**src/rtl/clock_divider_multi_if.sv**
```systemverilog
// Configuration write channel for clock_divider_multi: per-channel divisor/high-time
// writes with a valid/ready handshake.
interface clock_divider_multi_if #(
    parameter int unsigned N      = 8,
    parameter int unsigned NUM_CH = 4
);
    localparam int unsigned CH_W = (NUM_CH > 1) ? $clog2(NUM_CH) : 1;

    logic            cfg_valid;
    logic            cfg_ready;
    logic [CH_W-1:0] cfg_ch;
    logic [N-1:0]    cfg_div;
    logic [N-1:0]    cfg_high;

    modport master (
        output cfg_valid,
        output cfg_ch,
        output cfg_div,
        output cfg_high,
        input  cfg_ready
    );

    modport slave (
        input  cfg_valid,
        input  cfg_ch,
        input  cfg_div,
        input  cfg_high,
        output cfg_ready
    );
endinterface

```
**src/rtl/clock_divider_multi.sv**
```systemverilog
// NUM_CH independent programmable clock dividers sharing one input clock. Divisor and
// high-time writes are shadowed and only take effect at a period boundary, sync or disable.
module clock_divider_multi #(
    parameter int unsigned N         = 8,
    parameter int unsigned NUM_CH    = 4,
    parameter int unsigned RESET_DIV = 2
) (
    input  logic                  clock_in,
    input  logic                  reset_n,
    input  logic [NUM_CH-1:0]     en,
    input  logic                  sync,
    clock_divider_multi_if.slave  cfg,
    output logic [NUM_CH-1:0]     clock_out,
    output logic [NUM_CH-1:0]     tick
);

    localparam int unsigned CH_W     = (NUM_CH > 1) ? $clog2(NUM_CH) : 1;
    localparam logic [N-1:0] RST_DIV  = N'(RESET_DIV);
    localparam logic [N-1:0] RST_HIGH = N'(RESET_DIV / 2);

    logic [N-1:0]      cnt_q   [NUM_CH];
    logic [N-1:0]      cnt_d   [NUM_CH];
    logic [N-1:0]      div_q   [NUM_CH];
    logic [N-1:0]      div_d   [NUM_CH];
    logic [N-1:0]      high_q  [NUM_CH];
    logic [N-1:0]      high_d  [NUM_CH];
    logic [N-1:0]      sdiv_q  [NUM_CH];
    logic [N-1:0]      sdiv_d  [NUM_CH];
    logic [N-1:0]      shigh_q [NUM_CH];
    logic [N-1:0]      shigh_d [NUM_CH];
    logic [NUM_CH-1:0] pend_q, pend_d;
    logic [NUM_CH-1:0] clk_q, clk_d;
    logic [NUM_CH-1:0] tick_q, tick_d;

    logic [NUM_CH-1:0] run_c;
    logic [NUM_CH-1:0] wrap_c;
    logic [NUM_CH-1:0] wr_c;
    logic              ready_c;

    // Handshake: a channel with a pending shadow refuses new writes; unknown channels are sunk.
    always_comb begin
        ready_c = 1'b1;
        wr_c    = '0;
        for (int i = 0; i < NUM_CH; i++) begin
            if ((cfg.cfg_ch == CH_W'(i)) && pend_q[i]) begin
                ready_c = 1'b0;
            end
        end
        for (int i = 0; i < NUM_CH; i++) begin
            wr_c[i] = cfg.cfg_valid && ready_c && (cfg.cfg_ch == CH_W'(i));
        end
    end

    assign cfg.cfg_ready = ready_c;

    always_comb begin
        run_c  = '0;
        wrap_c = '0;
        for (int i = 0; i < NUM_CH; i++) begin
            run_c[i]  = en[i] && (div_q[i] != '0);
            wrap_c[i] = cnt_q[i] >= (div_q[i] - N'(1));
        end
    end

    always_comb begin
        cnt_d   = cnt_q;
        div_d   = div_q;
        high_d  = high_q;
        sdiv_d  = sdiv_q;
        shigh_d = shigh_q;
        pend_d  = pend_q;
        clk_d   = '0;
        tick_d  = '0;
        for (int i = 0; i < NUM_CH; i++) begin
            clk_d[i] = run_c[i] && (cnt_q[i] < high_q[i]);

            if (wr_c[i]) begin
                sdiv_d[i]  = cfg.cfg_div;
                shigh_d[i] = cfg.cfg_high;
                pend_d[i]  = 1'b1;
            end

            if (sync) begin
                // Restart in phase; a write landing in the sync cycle is applied directly.
                cnt_d[i] = '0;
                if (pend_q[i]) begin
                    div_d[i]  = sdiv_q[i];
                    high_d[i] = shigh_q[i];
                    pend_d[i] = 1'b0;
                end
                if (wr_c[i]) begin
                    div_d[i]  = cfg.cfg_div;
                    high_d[i] = cfg.cfg_high;
                    pend_d[i] = 1'b0;
                end
            end else if (!run_c[i]) begin
                cnt_d[i] = '0;
                if (pend_q[i]) begin
                    div_d[i]  = sdiv_q[i];
                    high_d[i] = shigh_q[i];
                    pend_d[i] = 1'b0;
                end
            end else if (wrap_c[i]) begin
                cnt_d[i]  = '0;
                tick_d[i] = 1'b1;
                if (pend_q[i]) begin
                    div_d[i]  = sdiv_q[i];
                    high_d[i] = shigh_q[i];
                    pend_d[i] = 1'b0;
                end
            end else begin
                cnt_d[i] = cnt_q[i] + N'(1);
            end
        end
    end

    always_ff @(posedge clock_in or negedge reset_n) begin
        if (!reset_n) begin
            for (int i = 0; i < NUM_CH; i++) begin
                cnt_q[i]   <= '0;
                div_q[i]   <= RST_DIV;
                high_q[i]  <= RST_HIGH;
                sdiv_q[i]  <= '0;
                shigh_q[i] <= '0;
            end
            pend_q <= '0;
            clk_q  <= '0;
            tick_q <= '0;
        end else begin
            cnt_q   <= cnt_d;
            div_q   <= div_d;
            high_q  <= high_d;
            sdiv_q  <= sdiv_d;
            shigh_q <= shigh_d;
            pend_q  <= pend_d;
            clk_q   <= clk_d;
            tick_q  <= tick_d;
        end
    end

    assign clock_out = clk_q;
    assign tick      = tick_q;

endmodule

```
**src/flat_wrapper.sv**
```systemverilog
// flat-port wrapper written by rule: the top's interface ports become plain ports
module clock_divider_multi_flat 
#(
    parameter int unsigned N         = 8,
    parameter int unsigned NUM_CH    = 4,
    parameter int unsigned RESET_DIV = 2
)
  (clock_in, reset_n, en, sync, clock_out, tick, cfg_cfg_valid, cfg_cfg_ch, cfg_cfg_div, cfg_cfg_high, cfg_cfg_ready);
  clock_divider_multi_if #(.N(N), .NUM_CH(NUM_CH)) cfg_i ();
  input  logic clock_in;
  input  logic reset_n;
  input  logic [NUM_CH-1:0] en;
  input  logic sync;
  output logic [NUM_CH-1:0] clock_out;
  output logic [NUM_CH-1:0] tick;
  input wire logic [$bits(cfg_i.cfg_valid)-1:0] cfg_cfg_valid;
  input wire logic [$bits(cfg_i.cfg_ch)-1:0] cfg_cfg_ch;
  input wire logic [$bits(cfg_i.cfg_div)-1:0] cfg_cfg_div;
  input wire logic [$bits(cfg_i.cfg_high)-1:0] cfg_cfg_high;
  output wire logic [$bits(cfg_i.cfg_ready)-1:0] cfg_cfg_ready;
  assign cfg_i.cfg_valid = cfg_cfg_valid;
  assign cfg_i.cfg_ch = cfg_cfg_ch;
  assign cfg_i.cfg_div = cfg_cfg_div;
  assign cfg_i.cfg_high = cfg_cfg_high;
  assign cfg_cfg_ready = cfg_i.cfg_ready;
  clock_divider_multi #(.N(N), .NUM_CH(NUM_CH), .RESET_DIV(RESET_DIV)) u_core (.clock_in(clock_in), .reset_n(reset_n), .en(en), .sync(sync), .cfg(cfg_i), .clock_out(clock_out), .tick(tick));
endmodule
```
**config.mk**
```make
export PLATFORM = sky130hd
export DESIGN_NAME = clock_divider_multi_flat
export DESIGN_NICKNAME = d
export VERILOG_FILES = /design/src/rtl/clock_divider_multi_if.sv /design/src/rtl/clock_divider_multi.sv /design/src/flat_wrapper.sv
export SDC_FILE = /design/constraint.sdc
export NUM_CORES = 1
export LEC_CHECK = 0
export BUFFER_PORTS_ARGS = -buffer_cell sky130_fd_sc_hd__buf_2
export CORE_MARGIN = 4
export CORE_UTILIZATION = 55
export CTS_BUF_LIST = sky130_fd_sc_hd__clkbuf_8
export DETAILED_ROUTE_END_ITERATION = 10
export PLACE_DENSITY = 0.72
export SLEW_MARGIN = 20
export SYNTH_ARGS = -nofsm -noshare
export SYNTH_HDL_FRONTEND = slang
export SYNTH_SLANG_ARGS = --single-unit
```
**constraint.sdc**
```tcl
create_clock -name clock_in -period 3 [get_ports clock_in]
set_input_delay 0.15 -clock clock_in [delete_from_list [all_inputs] [get_ports clock_in]]
set_output_delay 0.15 -clock clock_in [all_outputs]
set_load 0.005 [all_outputs]
```
==> results.md, run 1 <==
Floorplanning:
- Measured along the y axis, the die boundary spans 142 um.
- The standard cell core area is 17400 um2.
- The I/O pin total is 35.
- The die is 142 um wide.
- The area of the die is 20100 um2.
- The initialized floorplan defines 48 standard-cell rows.
- The initial core utilization is 56.6%.

Drt:
- For this block, wires on met1 add up to 9.35 mm.
- The detail route stage leaves a number of antenna-violating nets equal to 0.
- The highest metal layer carrying signal wires in the routed design is met5.
- The overall via count from detail_route is 6861.
- The count of TritonRoute iterations in the first routing pass is 4.
- In the final routed layout, each cell accounts on average for 17.7 um.
- In the detailed route, the total length drawn on met2 is 10.0 mm.
- The detail-routed via count per cell is 5.83.
- The routed wire length on met3 is 1.08 mm.
- For this run, design rule violations remaining after detail routing come to 0.
- The final layout contains routed wiring with a total length of 20.9 mm.
- The detailed router's first-iteration violation count is 289.

STA:
- The final number of max-transition violations is 0.
- Setup violations remaining at the end of the flow were counted as 0.
- At the pin with the least slew margin, the transition time is 0.968 ns.
- Setup repair after global routing left no endpoint under its margin.
- The post-route clock skew is 0.0129 ns.
- The final period utilization is 96.2%.
- The number of hold-slack violations in the final timing report is 0.
- The maximum clock frequency is 0.346 GHz.
- The time the final worst path needs with I/O delays and setup is 2.89 ns.
- The tightest slew margin relative to the limit is 35.3%.
- The sum of negative setup slack is 0 ns.

Power and ir drop:
- Summed over all nets, the switching power comes to 2610 uW.
- The relative contribution of the clock network to total power is 24.3%.
- The switching portion of total power is 32.9%.
- The share of power burned in combinational logic is 32.4%.
- The power per standard cell area is 730 nW/um2.
- The part of the total power dissipated in sequential elements is 43.3%.
- The internal portion of total power is 5340 uW.
- The peak supply drop is 0.000387 V.
- In this run the static leakage power is 0.00482 uW.

Critical path:
- The reg-to-reg setup timing slack is 0.11 ns.
- In this run the worst path has a maximum fanout of 19.
- The type of destination of the critical path is a flip-flop.
- For the worst setup path, the data required time is 3.35 ns.
- The most critical setup path has its endpoint at u_core.div_q[7]$_DFFE_PN0P_.
- In this run the critical register-to-register path is launched from u_core.div_q[1]$_DFFE_PN1P_.
- The critical path start-end classification is flip-flop to flip-flop.
- The data arrival time of the worst path is 3.24 ns.
- STA classifies the critical path startpoint as a flip-flop.
- The critical path startpoint is u_core.div_q[1]$_DFFE_PN1P_.
- In this run the critical register-to-register path is captured at u_core.div_q[7]$_DFFE_PN0P_.
- The cell count of the worst reg-to-reg path is 11.

Synth:
- After synthesis, the share of flip-flops with an asynchronous set or reset is 100%.
- The mean instance size in the synthesized netlist is 11.0 um2.
- After synthesis, the cell types taking the most area are sky130_fd_sc_hd__dfrtp_1, sky130_fd_sc_hd__mux2_2, sky130_fd_sc_hd__ha_1, sky130_fd_sc_hd__mux2i_1, sky130_fd_sc_hd__a21oi_1.
- The cell taking the most area after synthesis is sky130_fd_sc_hd__dfrtp_1.
- The mapped cell area is 9860 um2.
- After technology mapping, the gate count stands at 899.
- The number of synthesized register bits is 172.
- The number of synthesized flops with an enable pin is 0.
- After synthesis, the largest area contributor takes up 41.6% of total cell area.
- Of the synthesized area, sequential elements account for 43.7%.
- In this run, distinct cell masters in the synthesized netlist total 43.
- In the synthesized netlist the dominant register cell turns out to be sky130_fd_sc_hd__dfrtp_1.
- The most used standard cell by instance count after synthesis is sky130_fd_sc_hd__dfrtp_1.
- When the netlist entered floorplanning its net count stood at 997.
- In the synthesized netlist, the cells that appear most often are sky130_fd_sc_hd__dfrtp_1, sky130_fd_sc_hd__mux2_2, sky130_fd_sc_hd__mux2i_1.
- The yosys synthesis warning count is 0.

Flow run:
- The max-capacitance violation count is 0.

Clocking:
- The clock insertion delay at the later pin of the skew report is 0.47 ns.
- The number of gates resized after CTS was 0.
- The hold buffer count at cts is 1.
- In this run the clock root is driven by a sky130_fd_sc_hd__clkbuf_8.
- Counting along the longest clock path gives a buffer depth of 2.
- The number of buffers inserted during clock tree synthesis is 17.
- The clock net sink count is 172.
- In this run the number of H-tree levels came out at 4.
- TritonCTS built the clock tree.
- The clock-pin slew on the worst setup and hold paths is 0.09 ns.
- After clock tree synthesis, the setup repair step added 0 buffers.

Finish:
- The final layout contains 1037 nets.
- The area growth from synthesis to layout is 10.5%.
- Fill cells in the final layout number 1455.
- Cells fill 62.6% of the core in the end.
- The finished layout holds 1177 standard cells, fillers aside.
- The antenna cell count is 0.
- In the final layout, the share of cells above drive strength 1 is 21.4%.

Global routing:
- The global-route wire length before repair is 34.6 mm.
- Summed over all layers, the global routing overflow is 0.
- The maximum number of pins on one net before global-route repair is 66.
- In the global route stage, overall resource usage came out at 21.6%.
- The via count of the first global-routing pass was 6781.
- The number of antenna violations at the first check in global routing was 2.

Placement:
- The detailed placer's ending HPWL is 14.1 mm.
- The count of buffers added on input and output ports is 34.
- Counting tap cells, the placed design contains a total of 1144 instances.
- The final weighted congestion in routability-driven placement is 0.833.

Worst hold path:
- The class of the tightest hold or removal check is primary input to flip-flop.

Status:
- The flow ran to the end, and the final reports show no timing, DRC or antenna violations.
-- critical path: stages, from the launching register on --
cell,delay [ns]
sky130_fd_sc_hd__dfstp_2,0.55
sky130_fd_sc_hd__inv_1,0.08
sky130_fd_sc_hd__ha_1,0.22
sky130_fd_sc_hd__and3_1,0.17
sky130_fd_sc_hd__xnor2_1,0.18
sky130_fd_sc_hd__ha_1,0.28
sky130_fd_sc_hd__a21o_1,0.19
sky130_fd_sc_hd__a21oi_1,0.19
sky130_fd_sc_hd__o31ai_2,0.19
sky130_fd_sc_hd__nor3_4,0.19
sky130_fd_sc_hd__buf_12,0.20
sky130_fd_sc_hd__mux2_2,0.34
-- kinds of logic after synthesis --
family          share of synthesized area, %
mux                                     18.0
simple gates                            11.5
flops                                   43.7
buf+inv                                 3.76
compound gates                          9.59
xor+xnor                                4.26
fa+ha+maj                               9.13
-- state kept, by name, indices dropped and copies added (netlist names) --
register,flops
u_core.pend_q,4
u_core.clock_out,4
u_core.tick,4
u_core.shigh_q,32
u_core.high_q,32
u_core.cnt_q,32
u_core.sdiv_q,32
u_core.div_q,32
-- area by class of cell --
cell class	instances	area (um2)	share of cell area (%)
well taps	225	282	2.58
flip-flops and latches	172	4310	39.6
multi-input cells	641	5210	47.8
clock buffers	21	289	2.65
clock inverters	11	189	1.73
inverters	47	176	1.62
repair buffers	60	437	4.01
-- worst min path at each step --
stage / start / endpoint / slack (ns) / depth (start not counted)
6_report: en[2] / u_core.cnt_q[8]$_DFF_PN0_ / 0.03 / 3
5_1_grt: en[2] / u_core.tick[2]$_DFF_PN0_ / 0.02 / 3
4_1_cts: en[2] / u_core.cnt_q[8]$_DFF_PN0_ / 0.003 / 3
3_5_place_dp: reset_n / u_core.high_q[7]$_DFFE_PN0P_ / 0.19 / 1
3_3_place_gp: reset_n / u_core.high_q[7]$_DFFE_PN0P_ / 0.19 / 1
2_1_floorplan: reset_n / u_core.clock_out[0]$_DFF_PN0_ / -0.15 / 0
-- per-stage QoR --
stage / hold WS, ns / area [um2] / total power (uW) / worst slack, ns
after floorplan: -0.146 / 9860 / 5390 / 0.275
after global placement: 0.190 / 10400 / 5930 / 0.249
after detailed placement: 0.191 / 10400 / 6070 / 0.170
after CTS: 0.00339 / 10900 / 8030 / 0.127
after global routing: 0.0179 / 10900 / 8560 / 0.00463
final: 0.0264 / 10900 / 7960 / 0.114
-- power by group through the flow --
stage	logic (uW)	registers (uW)	clock network, uW
after floorplan	2030	3360	0
after global placement	2470	3460	0
after detailed placement	2580	3490	0
after CTS	2610	3440	1980
after global routing	2960	3530	2070
final	2580	3450	1930
-- routing by layer --
metal  global-route usage (%)  vias up
met3                     3.91       30
met2                     34.9      116
met5                        0        -
met4                     6.97        4
li1                         -     3314
met1                     29.7     3397
-- layout by cell type (no fill, tap or decap), types with 4 or more instances in the layout --
cell / count
sky130_fd_sc_hd__or4_1: 4
sky130_fd_sc_hd__and3_1: 14
sky130_fd_sc_hd__nand2b_1: 8
sky130_fd_sc_hd__and2_1: 6
sky130_fd_sc_hd__nor2_1: 39
sky130_fd_sc_hd__mux2_2: 92
sky130_fd_sc_hd__nor2b_1: 5
sky130_fd_sc_hd__a21boi_0: 4
sky130_fd_sc_hd__buf_12: 5
sky130_fd_sc_hd__o211ai_1: 27
sky130_fd_sc_hd__nor4_1: 30
sky130_fd_sc_hd__mux2i_1: 73
sky130_fd_sc_hd__or3_1: 4
sky130_fd_sc_hd__inv_1: 49
sky130_fd_sc_hd__clkbuf_8: 21
sky130_fd_sc_hd__buf_4: 20
sky130_fd_sc_hd__o31ai_2: 4
sky130_fd_sc_hd__a2111oi_0: 4
sky130_fd_sc_hd__xor2_1: 22
sky130_fd_sc_hd__dfstp_2: 8
sky130_fd_sc_hd__nand3_1: 29
sky130_fd_sc_hd__nor3_4: 4
sky130_fd_sc_hd__a21o_1: 4
sky130_fd_sc_hd__nor3b_1: 8
sky130_fd_sc_hd__bufinv_16: 5
sky130_fd_sc_hd__a21oi_1: 48
sky130_fd_sc_hd__dfrtp_1: 164
sky130_fd_sc_hd__o21a_1: 4
sky130_fd_sc_hd__nor3_1: 4
sky130_fd_sc_hd__buf_2: 33
sky130_fd_sc_hd__nand2_1: 46
sky130_fd_sc_hd__ha_1: 72
sky130_fd_sc_hd__o21ai_0: 44
sky130_fd_sc_hd__xnor2_1: 26
Power figures use the tool's default switching activity.
==> run 2: changes to the inputs <==
CELL_PAD_IN_SITES_DETAIL_PLACEMENT = 1   (was unset)
CELL_PAD_IN_SITES_GLOBAL_PLACEMENT = 2   (was unset)
CORE_UTILIZATION = 44   (was 55)
PLACE_DENSITY = unset   (was 0.72)
PLACE_DENSITY_LB_ADDON = 0.1   (was unset)
==> run 2 against run 1 <==
Count of clock-buffer cells in the layout down 3. Non-clock buffer count up 12. Cell area up 1.8%. Worst hold slack better by 0.085 ns. Fmax up 1.9%. Critical path type unchanged.
==> results.md, run 2 (synthesized netlist as in run 1, its figures left out) <==
Status:
- The flow ran to the end, and the final reports show no timing, DRC or antenna violations.

Clocking:
- The clock reaches the later pin of the worst-skew pair after 0.46 ns.
- After clock tree synthesis, the clock-pin slew on the worst setup and hold paths is 0.09 ns.
- The cell at the root of the clock tree is sky130_fd_sc_hd__clkbuf_8.
- The maximum level of the CTS H-tree is 4.
- The clock net sink count is 172.
- Clock tree synthesis inserted a total of 17 buffers.
- The TritonCTS clock tree is yes.
- The number of buffers between clock root and the deepest sink is 2.

Critical path:
- The maximum fanout along the worst path is 6.
- Walking the worst path, the cells encountered are inv_1, ha_1, nand2_1, xor2_1, ha_1, or4_1, a21oi_2, o31ai_2, nor3_4, buf_12, mux2_2.
- The source of the worst register-to-register timing path is u_core.div_q[24]$_DFFE_PN0P_.
- The critical path is of the flip-flop to flip-flop type.
- The critical path ends at u_core.div_q[27]$_DFFE_PN0P_.
- The critical path startpoint is u_core.div_q[24]$_DFFE_PN0P_.
- The data arrival time of the worst path is 3.18 ns.
- The slowest stage cell on the critical path is sky130_fd_sc_hd__or4_1.
- The library cell appearing most often on the critical path is sky130_fd_sc_hd__ha_1.
- The number of buffer and inverter instances along the worst setup path is 2.
- The number of logic stages on the critical path including buffering is 11.
- The cell count of the worst reg-to-reg path is 11.
- The largest delay contributor family on the critical path is simple AND/OR/NAND/NOR gates.
- The worst setup path is captured at a flip-flop.
- The worst setup path is launched from a flip-flop.
- For the worst setup path, the data required time is 3.35 ns.
- The delay of the slowest critical-path stage is 0.54 ns.
- The reg-to-reg setup timing slack is 0.17 ns.
- The endpoint identified for the worst register-to-register timing path is u_core.div_q[27]$_DFFE_PN0P_.

STA:
- The slew at the pin closest to its max-slew limit is 1.05 ns.
- The final hold slack is 0.112 ns.
- In this run the tightest slew margin relative to its limit is 29.9%.
- The final number of max-transition violations is 0.
- Counting I/O delays and the setup requirement, the final critical path takes 2.83 ns.
- The count of final setup violators is 0.
- The post-route clock skew is 0.0116 ns.
- The final period utilization is 94.4%.
- The sum of negative setup slack is 0 ns.
- The maximum clock frequency is 0.353 GHz.
- The number of hold-slack violations in the final timing report is 0.
- After layout, the worst setup slack is 0.167 ns.

Global routing:
- The total global-route track usage is 21.5%.
- For this run the aggregate overflow at the end of global routing stands at 0.
- The via count of the first global-routing pass is 7791.
- The met3 usage is 4.43%.
- In this run the most used layer during global routing was met2.
- The global-route wire length before repair is 42.1 mm.
- The number of antenna violations at the first check in global routing is 3.
- Entering global routing, the biggest net connects 75 pins.
- Global routing used 37.1% of the available met2 tracks.
- Global routing consumed, on the met1 layer, 28.4% of the routing resources.

Placement:
- The post-place setup slack is -0.0941 ns.
- In this run the tool buffered the top-level ports with 34 buffer cells.
- At the end of routability-driven placement, the weighted congestion stood at 0.819.
- Once detailed placement completed, the half-perimeter wirelength came to 18.1 mm.

Drt:
- Dividing the detail-routed wire length by the instance count gives 20.4 um.
- The detail route stage leaves a number of antenna-violating nets equal to 0.
- The detailed router's first-iteration violation count is 323.
- The overall via count from detail_route is 7069.
- The detail-routed via count per cell is 5.68.
- The final routed DRC violation total is 0.
- The first detailed-routing pass ran for 4 iterations.
- The final layout contains routed wiring with a total length of 25.4 mm.

Floorplanning:
- The number of rows in the core area is 54.
- The area of the die is 24900 um2.
- The die span in x is 158 um.
- For this configuration, the core starts out at a cell density of 44.9%.
- The I/O pin total is 35.
- The die is 158 um tall.
- The standard cell core area is 22000 um2.

Flow run:
- Across the run, the number of max-cap violations was 0.

Power and ir drop:
- IR analysis of the VDD net gives a maximum drop of 0.000428 V.
- The total design power is 8210 uW.
- Summed over all cells, the static leakage comes to 0.00486 uW.
- The power per standard cell area is 740 nW/um2.

Worst hold path:
- The class of the tightest hold or removal check is primary input to flip-flop.

Finish:
- The share of final-layout standard cells stronger than drive strength 1 is 23.4%.
- The post-layout net count is 1049.
- The area growth from synthesis to layout is 12.5%.
- The leading cell type in the layout, fill and taps excluded is sky130_fd_sc_hd__dfrtp_1.
- In the layout the commonest cells are sky130_fd_sc_hd__dfrtp_1, sky130_fd_sc_hd__mux2_2, sky130_fd_sc_hd__mux2i_1, sky130_fd_sc_hd__ha_1, sky130_fd_sc_hd__inv_1.
[run 2: cell types whose count changed in the layout (fill, tap and decap cells not counted), moves of 3 or more]
| cell | before | now |
|---|---|---|
| sky130_fd_sc_hd__buf_6 | 1 | 5 |
| sky130_fd_sc_hd__a21oi_2 | 2 | 7 |
| sky130_fd_sc_hd__clkinvlp_4 | 0 | 3 |
| sky130_fd_sc_hd__buf_4 | 20 | 29 |
| sky130_fd_sc_hd__clkbuf_8 | 21 | 18 |
| sky130_fd_sc_hd__a21oi_1 | 48 | 43 |
[run 2: worst min-delay path by stage]
stage / from / end / cells after the start
5_1_grt: cfg_cfg_high[4] / u_core.shigh_q[28]$_DFFE_PN0P_ / 2
3_3_place_gp: reset_n / u_core.high_q[7]$_DFFE_PN0P_ / 1
4_1_cts: cfg_cfg_high[4] / u_core.shigh_q[28]$_DFFE_PN0P_ / 2
2_1_floorplan: reset_n / u_core.clock_out[0]$_DFF_PN0_ / 0
3_5_place_dp: reset_n / u_core.cnt_q[0]$_DFF_PN0_ / 1
6_report: cfg_cfg_div[1] / u_core.div_q[25]$_DFFE_PN1P_ / 3
[run 2: tightest hold or removal path: stages]
cell                      delay (ns)
sky130_fd_sc_hd__buf_2          0.19
sky130_fd_sc_hd__a21oi_1        0.15
sky130_fd_sc_hd__mux2i_1        0.07
[run 2: final cells by class]
| type | count | area [um2] |
|---|---|---|
| multi-input combinational | 641 | 5260 |
| tap | 280 | 350 |
| clock inverter | 14 | 216 |
| sequential | 172 | 4310 |
| timing repair buffer | 72 | 529 |
| fill | 2344 | 10900 |
| clock buffer | 18 | 248 |
| inverter | 47 | 176 |
| antenna | 1 | 2.50 |
[run 2: per-stage QoR]
stage,cell area (um2),util [%],instances
6_report,11100,50.5,1245
5_1_grt,11100,50.5,1244
4_1_cts,11000,50.2,1244
3_3_place_gp,10500,47.9,1207
3_5_place_dp,10500,47.9,1207
2_1_floorplan,9860,-,899
[run 2: where the power goes]
group          switching (uW)  internal (uW)  leakage (uW)
clock network             882           1020      0.000227
logic                    1460           1380       0.00254
registers                 512           2970       0.00209
[run 2: what timing repair did]
action / CTS / global route
pin swaps: 2 / 2
endpoints found under the hold margin: 69 / 0
setup endpoints to repair: 17 / 51
hold buffers: 1 / 0
resized for setup: 0 / 14
buffers inserted: 4 / 0
[run 2: per-layer routing]
layer	share of wire (%)	wire, um
met1	47	11800
met2	50	12600
met3	2.8	717
met4	0.95	242
met5	0.087	22
==> run 3: changes to the inputs <==
RECOVER_POWER = 50   (was unset)
==> run 3 against run 2 <==
The run now ends with max-capacitance violations, max-slew violations left. Clock power about the same. First-iteration DRC count unchanged. Worst hold slack barely moved. Clock skew is essentially flat. Final cell count did not move. Highest routed layer unchanged.
==> results.md, run 3 (synthesized netlist as in run 1, its figures left out) <==
STA:
- Across all hold checks on the routed design, the worst slack comes to 0.111 ns.
- The slew at the pin closest to its max-slew limit is 1.95 ns.
- After layout, the worst path uses 94.4% of the clock period.
- The tightest slew margin relative to the limit is -29.8%.
- The final number of max-transition violations is 74.
- The number of hold-slack violations in the final timing report is 0.
- The time the final worst path needs with I/O delays and setup is 2.83 ns.
- The post-route clock skew is 0.0116 ns.
- The maximum clock frequency is 0.353 GHz.
- The count of final setup violators is 0.

Power and ir drop:
- The peak supply drop is 0.000428 V.
- The total design power is 8210 uW.
- The analysis attributes to cell leakage a power of 0.00484 uW.
- The power per standard cell area is 742 nW/um2.

Global routing:
- For met1 alone, demand over resource in global routing was 28.4%.
- The number of antenna violations at the first check in global routing is 3.
- The first global-routing pass estimated 42.1 mm of wire.
- The maximum number of pins on one net before global-route repair is 75.
- In the global route stage, met2 resource usage came out at 37.1%.
- met2 is the most crowded layer.
- For this run the aggregate overflow at the end of global routing stands at 0.
- Global routing consumed, on the met3 layer, 4.43% of the routing resources.
- Global routing used 21.5% of the available tracks.
- The via count of the first global-routing pass is 7791.

Status:
- The run finished, with violations left.
- The checks that failed: max-capacitance violations, max-slew violations.

Placement:
- The placed instances occupy a cell area of 10500 um2.
- At the end of routability-driven placement, the weighted congestion stood at 0.819.
- Once placement completed, the tool counted placed cells totaling 1207.
- Detailed placement ended at an HPWL of 18.1 mm.
- The count of input and output buffers is 34.

Critical path:
- In this run the critical register-to-register path is launched from u_core.div_q[24]$_DFFE_PN0P_.
- STA classifies the critical path endpoint as a flip-flop.
- Data on the critical path arrives at its endpoint at 3.19 ns.
- At the worst endpoint, the required time is 3.35 ns.
- In this run the critical register-to-register path is captured at u_core.div_q[27]$_DFFE_PN0P_.
- The cell count of the worst reg-to-reg path is 11.
- Of all nets on the critical path, the largest fanout is 6.
- The critical path start-end classification is flip-flop to flip-flop.
- STA classifies the critical path startpoint as a flip-flop.
- The reg-to-reg setup timing slack is 0.17 ns.

Drt:
- For this run, design rule violations remaining after detail routing come to 0.
- The detail-routed via count per cell is 5.68.
- The overall via count from detail_route is 7075.
- The routed wirelength normalized by instance count is 20.4 um.
- The count of TritonRoute iterations in the first routing pass is 4.
- The number of routed nets with antenna violations is 0.
- The total wire length is 25.4 mm.
- The first routing iteration left 323 violations.

Floorplanning:
- During I/O placement, the number of pins put on the boundary was 35.
- The die span in x is 158 um.
- The area of the die is 24900 um2.
- The vertical extent of the die is 158 um.
- Row generation in the floorplan step produced 54 rows.
- The standard cell core area is 22000 um2.
- For this configuration, the core starts out at a cell density of 44.9%.

Finish:
- The library cells used most frequently in the layout, excluding fill and tap cells, are sky130_fd_sc_hd__dfrtp_1, sky130_fd_sc_hd__mux2_2, sky130_fd_sc_hd__mux2i_1, sky130_fd_sc_hd__ha_1, sky130_fd_sc_hd__inv_1.
- The leading cell type in the layout, fill and taps excluded is sky130_fd_sc_hd__dfrtp_1.
- The final layout contains 1049 nets.
- The share of final-layout standard cells stronger than drive strength 1 is 23.0%.
- After routing the design area is 11100 um2.
- The area growth from synthesis to layout is 12.2%.
- After filler insertion, the fill cell instance count of the layout stands at 2347.
- The non-filler instance count after layout is 1245.

Worst hold path:
- The source of the worst hold timing path is cfg_cfg_div[1].
- The class of the tightest hold or removal check is primary input to flip-flop.
- The worst hold path terminates at u_core.div_q[25]$_DFFE_PN1P_.
- The worst hold path cell count is 3.

Flow run:
- The max-capacitance violation count is 1.

Clocking:
- The clock-pin slew on the worst setup and hold paths is 0.09 ns.
- The number of buffers inserted during clock tree synthesis is 17.
- The clock tree synthesis step divided the H-tree into 4 levels.
- The clock drives 172 sinks.
- The root buffer cell chosen for the clock tree is sky130_fd_sc_hd__clkbuf_8.
- The clock passes through at most 2 buffers.
- The TritonCTS clock tree is yes.
- For the worst-skew pair, the clock arrives at the later sink with an insertion delay of 0.46 ns.
run 3: cell types whose count changed in the layout (fill, tap and decap cells not counted), sizes merged:
cell    previous run  this run
buf               71        65
clkbuf            18        24
run 3: what timing repair did:
item | CTS | global route
pin swaps | 2 | 2
setup buffers | 4 | 0
endpoints found under the hold margin | 69 | 0
setup endpoints to repair | 17 | 51
hold buffers | 1 | 0
gates resized for setup | 0 | 14
gates cloned | 0 | 0
run 3: worst max-delay path by stage:
stage                                 start                            end  slack (ns)  depth (start not counted)
3_5_place_dp   u_core.div_q[20]$_DFFE_PN0P_  u_core.high_q[17]$_DFFE_PN0P_       -0.09                          9
4_1_cts         u_core.div_q[9]$_DFFE_PN1P_     u_core.pend_q[2]$_DFF_PN0_        0.02                         11
6_report       u_core.div_q[24]$_DFFE_PN0P_   u_core.div_q[27]$_DFFE_PN0P_        0.17                         11
5_1_grt         u_core.div_q[9]$_DFFE_PN1P_   u_core.high_q[9]$_DFFE_PN0P_      -0.002                         11
3_3_place_gp   u_core.div_q[24]$_DFFE_PN0P_  u_core.high_q[29]$_DFFE_PN0P_        0.12                         11
2_1_floorplan  u_core.div_q[25]$_DFFE_PN1P_   u_core.div_q[26]$_DFFE_PN0P_        0.27                         10
run 3: layout make-up:
cell class / instances / area, um2 / share of cell area [%]
Multi-Input combinational cell: 641 / 5260 / 47.5
Sequential cell: 172 / 4310 / 39.0
Timing Repair Buffer: 72 / 505 / 4.57
Tap cell: 280 / 350 / 3.16
Clock buffer: 18 / 248 / 2.24
Clock inverter: 14 / 216 / 1.96
Inverter: 47 / 176 / 1.59
Antenna cell: 1 / 2.50 / 0.0226
run 3: power breakdown:
part	internal, uW	leakage, uW	switching [uW]
Combinational	1380	0.00252	1450
Sequential	2970	0.00209	513
Clock	1020	0.000227	881
run 3: worst max-delay path, cell delays in order, from the launching register on:
cell and delay [ns]:
sky130_fd_sc_hd__dfrtp_1 0.42, sky130_fd_sc_hd__inv_1 0.15, sky130_fd_sc_hd__ha_1 0.23, sky130_fd_sc_hd__nand2_1 0.08, sky130_fd_sc_hd__xor2_1 0.14, sky130_fd_sc_hd__ha_1 0.19
sky130_fd_sc_hd__or4_1 0.54, sky130_fd_sc_hd__a21oi_2 0.15, sky130_fd_sc_hd__o31ai_2 0.10, sky130_fd_sc_hd__nor3_4 0.23, sky130_fd_sc_hd__buf_12 0.15, sky130_fd_sc_hd__mux2_2 0.33
run 3: metal layers:
metal	share of wire, %	vias to the layer above	wire length [um]
met5	0.087	-	22
met4	0.95	4	242
met3	2.9	20	729
met2	50	73	12600
met1	47	3638	11800
li1	-	3340	-
run 3: through the flow:
step	utilization, %	setup TNS, ns	setup slack (ns)
after floorplan	-	0	0.275
after global placement	47.9	0	0.116
after detailed placement	47.9	-0.246	-0.0941
after CTS	50.2	0	0.0165
after global routing	50.4	-0.00212	-0.00212
final	50.4	0	0.167
